<file path="src/rtl/mem_burst_reader.sv">
// mem_burst_reader
// Read-side burst initiator for a single-port memory with a combinational
// read path. A request (base address, beat count) is accepted in IDLE. The
// block then walks the memory address and registers each returned word into a
// one-deep output stage. The words stream out over valid/ready with a last flag.
//
// Ports:
//   clk, rst        clock (posedge) and synchronous active-high reset
//   reqValid/Ready  burst request handshake; reqReady only in IDLE, not in reset
//   reqAddr         burst base word address
//   reqLen          beat count; 0 is a null request, values above MaxBurst clamp
//   memReadAddr     registered read address to the memory
//   memReadData     combinational read data for memReadAddr
//   outValid/Ready  output beat handshake
//   outData         registered beat data
//   outLast         final beat of the burst (0 whenever outValid is 0)
//   busy            high whenever a burst is in progress
module mem_burst_reader #(
    parameter  int NumEntries = 256,
    parameter  int DataWidth  = 32,
    parameter  int MaxBurst   = 16,
    localparam int AddrWidth  = $clog2(NumEntries),
    localparam int LenWidth   = $clog2(MaxBurst + 1)
) (
    input  logic                 clk,
    input  logic                 rst,
    input  logic                 reqValid,
    output logic                 reqReady,
    input  logic [AddrWidth-1:0] reqAddr,
    input  logic [LenWidth-1:0]  reqLen,
    output logic [AddrWidth-1:0] memReadAddr,
    input  logic [DataWidth-1:0] memReadData,
    output logic                 outValid,
    input  logic                 outReady,
    output logic [DataWidth-1:0] outData,
    output logic                 outLast,
    output logic                 busy
);

    typedef enum logic [1:0] {IDLE, READ, DRAIN} state_t;

    state_t              state;
    logic [LenWidth-1:0] remaining;
    logic [LenWidth-1:0] clampLen;
    logic [AddrWidth-1:0] nextAddr;
    logic                cap;

    assign clampLen = (reqLen > LenWidth'(MaxBurst)) ? LenWidth'(MaxBurst) : reqLen;

    // Explicit wrap so a non-power-of-two depth still returns to 0.
    assign nextAddr = (memReadAddr == AddrWidth'(NumEntries - 1)) ? '0
                                                                   : memReadAddr + 1'b1;

    // The output stage can take a new word when it is empty or is being drained.
    assign cap = !outValid || outReady;

    assign reqReady = (state == IDLE) && !rst;
    assign busy     = (state != IDLE);

    always_ff @(posedge clk) begin
        if (rst) begin
            state       <= IDLE;
            memReadAddr <= '0;
            outValid    <= 1'b0;
            outData     <= '0;
            outLast     <= 1'b0;
            remaining   <= '0;
        end else begin
            case (state)
                IDLE: begin
                    // A zero-length request is consumed here without any beats.
                    if (reqValid && reqLen != '0) begin
                        memReadAddr <= reqAddr;
                        remaining   <= clampLen;
                        state       <= READ;
                    end
                end
                READ: begin
                    if (cap) begin
                        outData     <= memReadData;
                        outValid    <= 1'b1;
                        outLast     <= (remaining == LenWidth'(1));
                        memReadAddr <= nextAddr;
                        remaining   <= remaining - 1'b1;
                        if (remaining == LenWidth'(1))
                            state <= DRAIN;
                    end
                end
                DRAIN: begin
                    if (outValid && outReady) begin
                        outValid <= 1'b0;
                        outLast  <= 1'b0;
                        state    <= IDLE;
                    end
                end
                default: state <= IDLE;
            endcase
        end
    end

endmodule

</file>
<file path="config.mk">
export PLATFORM = sky130hd
export DESIGN_NAME = mem_burst_reader
export DESIGN_NICKNAME = d
export VERILOG_FILES = /design/src/rtl/mem_burst_reader.sv
export SDC_FILE = /design/constraint.sdc
export NUM_CORES = 1
export LEC_CHECK = 0
export BUFFER_PORTS_ARGS = -buffer_cell sky130_fd_sc_hd__buf_2
export CAP_MARGIN = 20
export CORE_ASPECT_RATIO = 0.7
export CORE_MARGIN = 2
export CORE_UTILIZATION = 35
export CTS_BUF_LIST = sky130_fd_sc_hd__clkbuf_8
export CTS_CLUSTER_SIZE = 28
export DETAILED_ROUTE_END_ITERATION = 6
export GPL_ROUTABILITY_DRIVEN = 1
export SLEW_MARGIN = 15
export SYNTH_ARGS = -nofsm -noshare
export SYNTH_HDL_FRONTEND = slang
export SYNTH_SLANG_ARGS = --single-unit
export TNS_END_PERCENT = 10
</file>
<file path="constraint.sdc">
create_clock -name clk -period 1.51 [get_ports clk]
set_input_delay 0.151 -clock clk [delete_from_list [all_inputs] [get_ports clk]]
set_output_delay 0.151 -clock clk [all_outputs]
set_load 0.02 [all_outputs]
</file>
==> results.cfg <==
[outcome]
status = finished, violations left
violations = setup timing

[setup_path]
cp_max_fo = 14
cp.buffers_inverters = 1
ff2ff_path_depth = 5
endpoint = memReadAddr[6]
r2r_start = state[1]
cp.required_ns = 1.69
critical_path.cell_chain = buf_6, and2b_2, nand2_4, o31ai_1, o32ai_2
cp_num_cells = 5
crit_slowest_cell = o31ai_1
max_stage_delay_ns = 0.36
path_delay_family = compound AO/OA/AOI/OAI gates
end_kind = flip-flop
crit_arrival_ns = 1.70
r2r_slack_ns = -0.007
crit_type = flip-flop to flip-flop
cp-startpoint = state[1]
startpoint_type = flip-flop
reg2reg_to = memReadAddr[6]

[timing]
fin_crit_ns = 1.517
setup_ws_ns = -0.006551
fmax_mhz = 659.4
worst-slew-pin-transition_ns = 0.3342
finalCritPeriodShare = 1.004
fin_skew_ns = 0.009991
rsz0062_at_grt = yes
slew_headroom = 0.7767
maxSlewViolCount = 0
hold_violations = 0
setup_viol = 1

[logic_synthesis]
synth_xor_area_frac = 0
syn_inst = 279
synth_compound_area_frac = 0.2391
synth-seq-cells = 49
yosysWarnings = 0
synthAdderAreaFrac = 0.01684
yosys.area_share.simple = 0.2419
synthMuxAreaShare = 0.004489
synth_seq_area_share = 0.4400
synth_top_family_by_area = simple AND/OR/NAND/NOR gates
synthesis.area_um2 = 2230
syn_nets = 331
synth-main-ff-cell = dfxtp_1
postSynthAreaPerCell_um2 = 7.992
synth_edf_count = 0
ys_types = 45
ys_async_sr_fraction = 0

[routing]
drc = 0
via_count = 2317
wl_um = 6310
dr.max_layer_used = met4
ant_nets = 0
drt-initial-drc-count = 72
wl_met1_um = 3169
firstDrtPassIters = 5
via_per_inst = 5.015
route.met3.wl_um = 389
met2_length_um = 2738
wire_per_inst_um = 13.66

[floorplan]
rows = 24
io_pins = 93
start_util = 0.3604
core-area_um2 = 6186
die_w_um = 99.40
die_h_um = 70.78
die-area_um2 = 7035

[global_route]
grt_max_degree = 31
first_global_vias = 2085
gr-total-overflow = 0
grt_usage = 0.1704
grt_pass1_wl_um = 9853
antenna_found_initial = 0

[power_and_ir_drop]
p_leak_nw = 1.347
peakVddDrop_uv = 432.9
powerDensity_nw_per_um2 = 1007
power_w = 0.003107

[job]
maxCapViolCount = 0

[place]
place_ws_ns = -0.05210
gp_congestion = 0.8028
dp_hpwl_um = 4525
portBuffers = 92

[clock_network]
clk_latency_ns = 0.30
clock_sinks = 49
cts-htree-levels = 2
cts_tree = done
cts.path.max_buffers = 2
path_clk_slew_ns = 0.10
root_buffer = clkbuf_8
cts_buffers = 5

[cells_and_area]
areaGrowthSynthToFinish_pct = 38.38
num-nets-final = 435
antenna_cells = 0
fillers = 629
drive_gt1_frac = 0.3984

[worst_hold_path]
hp-class = input pin to flip-flop
[tightest hold or removal path, delay by kind of cell]
family	cells	cell delay (ns)
buffers and inverters	1	0.09
AO/OA/AOI/OAI	1	0.05
AND/OR/NAND/NOR	1	0.04
[flip-flops by register name, indices dropped and copies added (netlist names)]
| name | cells |
|---|---|
| state | 2 |
| memReadAddr | 8 |
| outData | 32 |
| outValid | 1 |
| outLast | 1 |
| remaining | 5 |
[worst min path at each step]
stage | start | to | slack [ns] | cells after the start
final | memReadData[15] | outData[15] | 0.08 | 3
after CTS | memReadData[15] | outData[15] | 0.08 | 3
after floorplan | memReadData[0] | outData[0] | 0.29 | 2
after global routing | memReadData[16] | outData[16] | 0.08 | 3
after detailed placement | memReadData[16] | outData[16] | 0.40 | 3
after global placement | memReadData[16] | outData[16] | 0.39 | 3
[Yosys cell counts (all sizes together) (3+ instances only)]
library cell | instances | area [µm²]
nor3 | 4 | 20.02
o211ai | 3 | 22.52
nand2 | 81 | 306.6
dfxtp | 49 | 980.9
nor3b | 3 | 22.52
a21oi | 48 | 262.8
o32ai | 7 | 61.31
o21ai | 4 | 20.02
a211oi | 3 | 22.52
inv | 7 | 26.28
ha | 3 | 37.54
buf | 12 | 72.57
nor2 | 10 | 45.04
nand3 | 3 | 15.01
clkbuf | 8 | 30.03
a22oi | 4 | 30.03
[where the power goes]
| part | total (W) | internal, W | switching, W | leakage [nW] |
|---|---|---|---|---|
| Clock | 0.000777 | 0.000321 | 0.000455 | 0.0439 |
| Combinational | 0.000847 | 0.000353 | 0.000494 | 0.897 |
| Sequential | 0.00148 | 0.00140 | 0.0000804 | 0.406 |
[layer usage]
metal / up-vias / GRT usage
li1: 1181 / -
met5: - / 0
met4: 0 / 0.01370
met2: 70 / 0.2710
met3: 2 / 0.04842
met1: 1064 / 0.2420
[cells in the final DEF, fill, tap and decap left out, drive strengths merged, types with 2 or more instances in the layout]
master,n
clkinv,2
buf,117
nand3,3
nand2b,2
a22oi,4
o21ai,4
ha,3
o211ai,3
nor3,4
nand2,81
nand4,2
nor4,2
nor4b,2
a211oi,3
or2,2
o32ai,7
clkbuf,5
a21o,2
nor2,10
inv,7
dfxtp,49
a221oi,2
a21oi,48
nor3b,3
[final cells by class]
class	instances	area, µm²	share of cell area
Multi-Input combinational cell	203	1176	0.3812
Sequential cell	49	997.2	0.3232
Timing Repair Buffer	117	701.9	0.2275
Tap cell	78	97.59	0.03163
Clock buffer	5	68.82	0.02230
Inverter	7	26.28	0.008516
Clock inverter	3	17.52	0.005677
[through the flow]
stage | instances | TNS [ns] | instance area [µm²] | hold WS [ns] | utilization
after floorplan | 279 | -0.05208 | 2236 | 0.2870 | -
after global placement | 446 | -0.01707 | 2844 | 0.3908 | 0.4597
after detailed placement | 446 | -0.5885 | 2844 | 0.3967 | 0.4597
after CTS | 456 | -0.001826 | 2977 | 0.07646 | 0.4812
after global routing | 462 | -0.2687 | 3085 | 0.07598 | 0.4988
final | 462 | -0.006551 | 3085 | 0.08386 | 0.4988
[kinds of logic (layout without fill, tap and decap cells)]
group,after synthesis,after routing
adder cells (fa/ha/maj),3,3
AND/OR/NAND/NOR,117,117
flip-flops,49,49
buffers and inverters,27,132
multiplexers,1,1
AO/OA/AOI/OAI,82,82
[timing repair]
item	CTS	global route
endpoints found under the setup margin	36	29
cloned	0	0
gates resized for setup	7	17
hold buffers	0	0
setup buffers	2	6
pin swaps	1	5
Power figures use the tool's default switching activity.
